===== src/rtl/pipe_ctrl.sv =====
// pipe_ctrl: central pipeline controller for the 5-stage core.
//
// Arbitrates load-use hazards, EX-resolved branches, data-memory busy and
// exceptions / exception return. It drives per-stage stall/flush and the PC
// redirect, and holds the EPC / cause state.
// Per-cycle priority: exception > eret > mem_busy > branch > ld_hazard.
//
// Ports:
//   clk, reset            clock, asynchronous active-low reset
//   ld_hazard             load-use hazard detected in ID
//   ex_en, br_taken       EX holds a valid instruction / it is a taken branch
//   br_addr               branch target
//   mem_busy              data memory not ready, whole pipe holds
//   exp_req/code/pc       exception raised by the MEM-stage instruction
//   eret_req              exception return reached MEM
//   *_stall, *_flush      per pipeline register hold / bubble
//   pc_load, new_pc       PC redirect (combinational)
//   epc, exp_cause        saved exception PC and cause (registered)
//   in_exc                handler-mode flag (registered)
//
// Optional: define PIPE_CTRL_PERF_EN to add the perf_stall_cnt / perf_flush_cnt
// counters (cycles with any stall / cycles with pc_load).

module pipe_ctrl #(
    parameter int unsigned          ADDR_W     = 32,
    parameter logic [ADDR_W-1:0]    EXC_VECTOR = ADDR_W'(32'h0000_0040),
    parameter int unsigned          CODE_W     = 3
) (
    input  logic              clk,
    input  logic              reset,
    input  logic              ld_hazard,
    input  logic              ex_en,
    input  logic              br_taken,
    input  logic [ADDR_W-1:0] br_addr,
    input  logic              mem_busy,
    input  logic              exp_req,
    input  logic [CODE_W-1:0] exp_code,
    input  logic [ADDR_W-1:0] exp_pc,
    input  logic              eret_req,
    output logic              if_stall,
    output logic              id_stall,
    output logic              ex_stall,
    output logic              mem_stall,
    output logic              if_flush,
    output logic              id_flush,
    output logic              ex_flush,
    output logic              mem_flush,
    output logic              pc_load,
    output logic [ADDR_W-1:0] new_pc,
    output logic [ADDR_W-1:0] epc,
    output logic [CODE_W-1:0] exp_cause,
    output logic              in_exc
`ifdef PIPE_CTRL_PERF_EN
    ,
    output logic [31:0]       perf_stall_cnt,
    output logic [31:0]       perf_flush_cnt
`endif
);

    typedef enum logic [1:0] {StRun, StExc, StHandler, StRet} state_e;

    state_e              state_q, state_d;
    logic [ADDR_W-1:0]   epc_q, epc_d;
    logic [CODE_W-1:0]   cause_q, cause_d;
    logic                in_exc_q, in_exc_d;

    // Bit 3 = IF, 2 = ID, 1 = EX, 0 = MEM.
    logic [3:0]          stall_v;
    logic [3:0]          flush_v;

    // Exceptions and erets are only accepted in the steady states.
    logic                steady;
    assign steady = (state_q == StRun) || (state_q == StHandler);

    // ------------------------------------------------------------------
    // State register
    // ------------------------------------------------------------------
    always_ff @(posedge clk or negedge reset) begin
        if (!reset) begin
            state_q  <= StRun;
            epc_q    <= '0;
            cause_q  <= '0;
            in_exc_q <= 1'b0;
        end else begin
            state_q  <= state_d;
            epc_q    <= epc_d;
            cause_q  <= cause_d;
            in_exc_q <= in_exc_d;
        end
    end

    // ------------------------------------------------------------------
    // Next-state logic
    // ------------------------------------------------------------------
    always_comb begin
        state_d  = state_q;
        epc_d    = epc_q;
        cause_d  = cause_q;
        in_exc_d = in_exc_q;
        case (state_q)
            StRun, StHandler: begin
                if (exp_req) begin
                    // A nested exception in the handler overwrites epc.
                    state_d = StExc;
                    epc_d   = exp_pc;
                    cause_d = exp_code;
                end else if ((state_q == StHandler) && eret_req) begin
                    state_d = StRet;
                end
            end
            StExc: begin
                state_d  = StHandler;
                in_exc_d = 1'b1;
            end
            StRet: begin
                state_d  = StRun;
                in_exc_d = 1'b0;
            end
            default: state_d = StRun;
        endcase
    end

    // ------------------------------------------------------------------
    // Output logic
    // ------------------------------------------------------------------
    always_comb begin
        stall_v = 4'b0000;
        flush_v = 4'b0000;
        pc_load = 1'b0;
        new_pc  = '0;
        if (reset) begin
            if (!steady) begin
                // EXC / RET redirect cycle: squash the two younger stages
                // fetched down the old path; all requests are ignored.
                flush_v = 4'b1100;
            end else if (exp_req) begin
                flush_v = 4'b1111;
                pc_load = 1'b1;
                new_pc  = EXC_VECTOR;
            end else if ((state_q == StHandler) && eret_req) begin
                flush_v = 4'b1111;
                pc_load = 1'b1;
                new_pc  = epc_q;
            end else if (mem_busy) begin
                // Branch and hazard sources are frozen by this stall and
                // get re-evaluated once memory is ready.
                stall_v = 4'b1111;
            end else if (br_taken && ex_en) begin
                // The younger hazarding instruction is killed, so the
                // branch wins over ld_hazard.
                flush_v = 4'b1100;
                pc_load = 1'b1;
                new_pc  = br_addr;
            end else if (ld_hazard) begin
                // Hold IF and the instruction in ID; id_flush inserts the
                // bubble into ID/EX, so EX and MEM keep advancing.
                stall_v = 4'b1100;
                flush_v = 4'b0100;
            end
        end
    end

    assign if_stall  = stall_v[3];
    assign id_stall  = stall_v[2];
    assign ex_stall  = stall_v[1];
    assign mem_stall = stall_v[0];
    assign if_flush  = flush_v[3];
    assign id_flush  = flush_v[2];
    assign ex_flush  = flush_v[1];
    assign mem_flush = flush_v[0];

    assign epc       = epc_q;
    assign exp_cause = cause_q;
    assign in_exc    = in_exc_q;

`ifdef PIPE_CTRL_PERF_EN
    logic [31:0] perf_stall_q, perf_stall_d;
    logic [31:0] perf_flush_q, perf_flush_d;

    always_comb begin
        perf_stall_d = perf_stall_q + {31'd0, |stall_v};
        perf_flush_d = perf_flush_q + {31'd0, pc_load};
    end

    always_ff @(posedge clk or negedge reset) begin
        if (!reset) begin
            perf_stall_q <= '0;
            perf_flush_q <= '0;
        end else begin
            perf_stall_q <= perf_stall_d;
            perf_flush_q <= perf_flush_d;
        end
    end

    assign perf_stall_cnt = perf_stall_q;
    assign perf_flush_cnt = perf_flush_q;
`endif

endmodule


===== config.mk =====
export PLATFORM = sky130hd
export DESIGN_NAME = pipe_ctrl
export DESIGN_NICKNAME = d
export VERILOG_FILES = /design/src/rtl/pipe_ctrl.sv
export SDC_FILE = /design/constraint.sdc
export NUM_CORES = 1
export LEC_CHECK = 0
export ABC_AREA = 1
export CORE_MARGIN = 2
export CORE_UTILIZATION = 35
export CTS_CLUSTER_DIAMETER = 100
export DETAILED_ROUTE_END_ITERATION = 10
export GPL_TIMING_DRIVEN = 0
export PLACE_DENSITY = 0.79
export SETUP_SLACK_MARGIN = 0.1
export SKIP_CTS_REPAIR_TIMING = 1
export SYNTH_ARGS = -nofsm -noshare
export SYNTH_HDL_FRONTEND = slang
export SYNTH_SLANG_ARGS = --single-unit

===== constraint.sdc =====
create_clock -name clk -period 1.8 [get_ports clk]
set_clock_uncertainty 0.1 [all_clocks]
set_input_delay 0.36 -clock clk [delete_from_list [all_inputs] [get_ports clk]]
set_output_delay 0.36 -clock clk [all_outputs]
set_load 0.05 [all_outputs]

Word level (Yosys, flattened, before mapping). Cells that the tools add are included. Widths: inputs -> output; s select.

Register bits: 38. Logic and storage cells: 45. Bits of input ports: 75. Output and inout bits: 77.

Multiplexer cells: 30. Reductions and logical operators: 7. Equality and inequality tests: 4.

Operator list (number): $mux 32 (6); $mux 4 (13); $mux 1 (6); $pmux 2 s3 (1); $eq 2x2->1 const B (2); $mux 2 (2); $mux 3 (1); $ne 3x3->1 const B (1); $eq 2x1->1 const B (1); $logic_and 1x1->1 (2); $logic_not 2->1 (1); $pmux 1 s2 (1); $reduce_and 2->1 (1); $reduce_bool 2->1 (1); $reduce_or 2->1 (1); $logic_or 1x1->1 (1).

Logic depth before layout (Yosys ltp). Gate-level depths: netlist of the first run.

Depth in word-level cells: 7. Gate-level depth with buffers: 6. Depth with buffers taken out: 6.

Least setup slack after synthesis of the first run. No wires, ideal clock.

Kind: reg-to-output. Start: register state_q[0]. End: output port mem_flush. Arrival time: 1.990 ns. Stages on the path, launching flop included: 7. Path buffers: 3. Data required time: 1.340 ns. Slack: -0.650 ns. Cells stage by stage: dfrtp_1 -> inv_2 -> nand3_2 -> buf_4 -> buf_2 -> a21oi_1 -> buf_4.

Word-level cells in the longest chain between the ends: 6. Elaborated cells between the ends (all ways): 8.

Ends and longest elaborated chain: start, declared (RTL line 62) `state_e state_q, state_d;`; start signal, assigned (RTL line 80) `state_q <= StRun;`; start signal, assigned (RTL line 85) `state_q <= state_d;`; $eq 2x2->1 (RTL line 73, 140); $logic_and 1x1->1 (RTL line 140) `end else if ((state_q == StHandler) && eret_req) begin`; $mux 4 (RTL line 140); $mux 4 (RTL line 136) `end else if (exp_req) begin`; $mux 4 (*) (RTL line 132) `if (!steady) begin`; $mux 4 (*) (RTL line 131) `if (reset) begin`; end, declared (RTL line 47) `output logic mem_flush,`.

Mark *: on every way between the ends. The rest lies on a longest branch, timed or not.

Worst setup path after layout of the first run. Same ends and word-level chain as after synthesis.

==> impl_metrics.yaml, run 1 <==
timing:
  hold_slack_ns: 0.373
  final-hold-violation-count: 0
  worst_pin_slew_ns: 0.894
  max_clock_freq_mhz: 458
  setup_violations: 41
  worst_slack_ns: -0.385
  relSlewSlack: 0.402
  min_period_ns: 2.18
  final_max_slew_viol_count: 0
  rsz0062_at_grt: "true"
  fin_crit_sh: 1.21
clock_network:
  clk_pin_slew_ns: 0.08
  clk_latency_ns: 0.28
  clock_path_buffers: 2
  cts_buffers: 5
  htree_levels: 2
  cts_tree: "done"
  clockRootBuffer: "clkbuf_8"
  cts_sinks: 38
yosys:
  synth.ff_latch_count: 38
  seq_area_frac_synth: 0.440
  yosysUniqueCellTypes: 19
  synth_top_cells_by_area: "dfrtp_1 (44%), nand2_1 (20%), nand3_1 (8.6%)"
  postSynthAreaPerCell_sq_um: 7.26
  syn_nets: 373
  syn_area_sq_um: 2160
  syn_inst: 298
  ys_warn_count: 0
  synth_top_cell_area_share: 0.440
  synth_top_cell_by_area: "dfrtp_1"
floorplan:
  die_w_um: 82.6
  die-area_sq_um: 6830
  ios: 152
  core_sq_um: 5960
  std_cell_rows: 28
  initial_utilization: 0.363
  die_h_um: 82.6
finish:
  seq_area_sq_um: 951
  final_common_cell: "nand2_1"
  num_antenna_cells: 0
  areaGrowthSynthToFinish_pct: 120
  final_util: 0.798
  finalInstanceArea_sq_um: 4750
  drive_gt1_frac: 0.340
  multi_input_area_sq_um: 1370
  nFillCells: 409
  mostFrequentLayoutCells: "nand2_1 (107), clkdlybuf4s50_1 (68), buf_6 (42), dlymetal6s2s_1 (41), dfrtp_1 (38)"
  layout.nets: 550
critical_path:
  critPathMaxStageDelay_ns: 0.40
  required_ns: 1.34
  slowest_stage: "dfrtp_1"
  worst-path-max-fanout: 6
  crit_arrival_ns: 1.72
  path_buf_inv: 6
  cp-end-kind: "output pin"
  critPathLaunchType: "flop"
  path_class: "reg2out"
  cp_cell_sequence: "inv_2 > buf_6 > nand3_4 > buf_8 > buf_12 > a21oi_4 > buf_6 > buf_8"
  critPathTopFamily: "buffers and inverters"
detailed_routing:
  routedWlPerCell_um: 16.3
  drc: 0
  vias_per_cell: 5.07
  wirelength_um: 8960
  vias: 2793
  ant_nets: 0
  dr.pass1.iters: 4
  drtIter0Drc: 121
run_status:
  status: "finished with violations"
  violations: "setup timing"
placement:
  portBuffers: 151
  hpwl_um: 5880
  routabilityCongestion: 0.751
  place_area_sq_um: 4000
  post-place-ws_ns: -1.22
global_routing:
  grt_usage: 0.228
  grt_pass1_wl_um: 11900
  grt_max_degree: 24
  grt_pass1_vias: 2534
  grt_antenna_before_repair: 0
  overflow: 0
hold_path:
  hp-class: "reg2reg"
pwr:
  power_mw: 5.34
  power.density_nw_per_um2: 1120
  ir_drop_mv: 0.671
  leakagePower_nw: 2.45
flow_run:
  max_cap_viol_count: 0
[per-stage QoR]
| step | setup TNS [ns] | cells |
|---|---|---|
| after global placement | -131.84 | 524 |
| final | -12.72 | 551 |
| after global routing | -15.12 | 551 |
| after floorplan | -0.822 | 298 |
| after detailed placement | -48.56 | 525 |
| after CTS | -52.65 | 533 |
[metal layers]
metal / global-route usage / up-vias / routed length (um)
li1: - / 1335 / -
met1: 0.274 / 1330 / 3380
met2: 0.413 / 116 / 4740
met3: 0.0576 / 12 / 763
met4: 0.0443 / 0 / 77
met5: 0 / - / 0
[synth_stat cells]
cell type,instances
buf_6,1
o21ai_1,14
o21ai_0,18
nand3_1,37
nand3_2,1
buf_4,14
a21oi_1,33
nand2_2,1
nand2_1,114
buf_2,11
dfrtp_1,38
o21bai_1,1
inv_1,5
clkbuf_1,1
nor2_1,3
and3_1,1
inv_2,1
or2_2,2
nor2_4,2
[layout make-up]
| type | count | share of cell area |
|---|---|---|
| multi-input combinational | 227 | 0.287 |
| buffer | 27 | 0.0582 |
| clock inverter | 1 | 0.00105 |
| timing repair buffer | 170 | 0.411 |
| sequential | 38 | 0.200 |
| clock buffer | 7 | 0.0182 |
| inverter | 6 | 0.00474 |
| tap | 75 | 0.0197 |
[worst min-delay path: stages (launching register included)]
cell and delay, ns:
dfrtp_1 0.35, nand2_1 0.05, nand2_1 0.05
[worst paths after layout]
path                         startpoint            to  slack (ns)  cells after the start
setup / recovery             state_q[0]     mem_flush       -0.38                      8
hold / removal             exp_cause[0]  exp_cause[0]        0.37                      2
setup reg to reg             state_q[0]    state_q[0]        0.39                      7
hold reg to reg            exp_cause[0]  exp_cause[0]        0.37                      2
max in group asynchronous         reset       epc[14]        0.40                      2
min in group asynchronous         reset       epc[24]        0.53                      3
[registers in the layout (all words and copies together) (netlist names)]
register / flops
epc: 32
exp_cause: 3
state_q: 2
in_exc: 1
[cell families after synthesis]
kind of cell	Yosys count	share of synthesized area
compound gates	66	0.154
buf+inv	33	0.0914
simple gates	161	0.315
flops	38	0.440
[where the power goes]
group          switching (mW)  leakage [nW]  internal (mW)
clock                   0.295        0.0482          0.309
sequential              0.257         0.467           1.15
combinational            2.16          1.93           1.17
total                    2.71          2.45           2.63
No activity file was read; power rests on OpenSTA's default activity.
==> run 2, diff against run 1 <==
--- a/config.mk
+++ b/config.mk
@@ -11,6 +11,7 @@
 export CTS_CLUSTER_DIAMETER = 100
 export DETAILED_ROUTE_END_ITERATION = 10
 export GPL_TIMING_DRIVEN = 0
+export MAX_ROUTING_LAYER = met4
 export PLACE_DENSITY = 0.79
 export SETUP_SLACK_MARGIN = 0.1
 export SKIP_CTS_REPAIR_TIMING = 1
==> run 2 against run 1 <==
Net effect:
- non-clock buffer count unchanged
- worst hold slack improved by 0.00070 ns
- power decreased by 0.15%
- critical path type unchanged
- cell area fell by 0.13%
- the flow still finishes with violations (setup timing)
- highest routed layer unchanged
- worst setup slack worse by 0.013 ns
- combinational power about the same
- sequential power about the same
- wire length decreased by 0.49%
- clock power about the same
- maximum frequency is 0.57% lower
- cell count unchanged
- sequential share of layout area about the same
==> impl_metrics.yaml, run 2 (same netlist as run 1, synthesis figures left out) <==
floorplan:
  core_sq_um: 5960
  std_cell_rows: 28
  ios: 152
  die-area_sq_um: 6830
  die_w_um: 82.6
  initial_utilization: 0.363
  die_h_um: 82.6
pwr:
  p_sw_frac: 0.507
  p_comb_frac: 0.624
  leakagePower_nw: 2.44
  internal-power_mw: 2.63
  p_sw_mw: 2.70
  power_mw: 5.33
  pwr-share-clk: 0.113
  ir_drop_mv: 0.670
  power.density_nw_per_um2: 1120
  pwr-share-seq: 0.263
timing:
  min_period_ns: 2.20
  max_clock_freq_mhz: 455
  setup_violations: 41
  worst_slack_ns: -0.397
  fin_crit_sh: 1.22
  worst_pin_slew_ns: 0.898
  setup_tns_ns: -13.04
  rsz0062_at_grt: "true"
  relSlewSlack: 0.399
  final_max_slew_viol_count: 0
  final-hold-violation-count: 0
finish:
  fin_cells: 551
  layout.nets: 550
  nFillCells: 407
  num_antenna_cells: 0
  mostFrequentLayoutCells: "nand2_1 (108), clkdlybuf4s50_1 (68), buf_6 (43), dlymetal6s2s_1 (41), dfrtp_1 (38)"
  drive_gt1_frac: 0.338
  final_util: 0.797
  areaGrowthSynthToFinish_pct: 119
  largest_reg_flops: 32
  final_common_cell: "nand2_1"
clock_network:
  clk_pin_slew_ns: 0.08
  htree_levels: 2
  clk_latency_ns: 0.29
  cts_buffers: 5
  cts_tree: "done"
  clockRootBuffer: "clkbuf_8"
  cts_sinks: 38
  clock_path_buffers: 2
critical_path:
  crit_arrival_ns: 1.74
  rr_startpoint: "state_q[0]"
  slowest_stage: "dfrtp_1"
  critPathTopFamily: "buffers and inverters"
  crit_end: "mem_flush"
  worst-path-max-fanout: 6
  cp-end-kind: "output pin"
  path_buf_inv: 6
  r2r_cells: 7
  critPathMaxStageDelay_ns: 0.40
  crit_start: "state_q[0]"
  rrSetupSlack_ns: 0.38
  cp_cell_sequence: "inv_2 > buf_6 > nand3_4 > buf_8 > buf_12 > a21oi_4 > buf_6 > buf_8"
  cp.depth: 8
  required_ns: 1.34
  path_class: "reg2out"
  critPathLaunchType: "flop"
  r2r-end: "state_q[0]"
placement:
  routabilityCongestion: 0.761
  hpwl_um: 5880
  placed_cells: 525
  portBuffers: 151
  post-place-ws_ns: -1.22
global_routing:
  grt_pass1_wl_um: 11900
  grt_antenna_before_repair: 0
  overflow: 0
  grt_usage: 0.234
  grt_pass1_vias: 2528
  grt_max_degree: 24
detailed_routing:
  routedWlPerCell_um: 16.2
  ant_nets: 0
  dr.pass1.iters: 4
  wirelength_um: 8920
  drc: 0
  vias: 2783
  drtIter0Drc: 135
  vias_per_cell: 5.05
run_status:
  violations: "setup timing"
  status: "finished with violations"
hold_path:
  hp-class: "reg2reg"
  hp-start: "exp_cause[0]"
flow_run:
  max_cap_viol_count: 0
==> run 2: power groups by stage <==
stage	sequential, mW	combinational, mW	clock [mW]
3_5_place_dp	1.38	3.04	0
6_report	1.40	3.32	0.605
4_1_cts	1.37	3.05	0.611
5_1_grt	1.45	3.50	0.653
2_1_floorplan	2.33	0.983	0
3_3_place_gp	1.37	3.00	0
==> run 2: worst reg2reg max path, delay by kind of cell, from the launching register on <==
family / cells / cell delay, ns
buffers and inverters: 5 / 0.71
AND/OR/NAND/NOR: 2 / 0.15
flip-flops: 1 / 0.40
==> run 2: worst min path at each step <==
| stage | to | depth (start not counted) |
|---|---|---|
| after floorplan | epc[0] | 0 |
| after global placement | exp_cause[2] | 2 |
| after detailed placement | exp_cause[0] | 1 |
| after CTS | exp_cause[0] | 1 |
| after global routing | exp_cause[0] | 2 |
| final | exp_cause[0] | 2 |
==> run 2: stage by stage <==
stage,hold WS (ns),instance area (sq um)
CTS,-0.0563,4090
detailed placement,0.251,4000
global route,0.404,4750
floorplan,-0.0356,2370
finish,0.374,4750
global placement,0.360,3980
==> run 2: routing by layer <==
metal	GRT usage	routed length (um)	up-vias
met1	0.277	3500	1331
met3	0.0478	643	5
li1	-	-	1333
met2	0.415	4730	114
met4	0.0443	44	0
met5	-	0	-
==> run 2: final cells by class <==
class,instances,area [sq um],area share
sequential,38,951,0.200
timing repair buffer,170,1950,0.411
tap,75,93.8,0.0198
inverter,6,22.5,0.00474
multi-input combinational,227,1360,0.287
clock buffer,7,86.3,0.0182
clock inverter,1,5.00,0.00105
buffer,27,273,0.0574
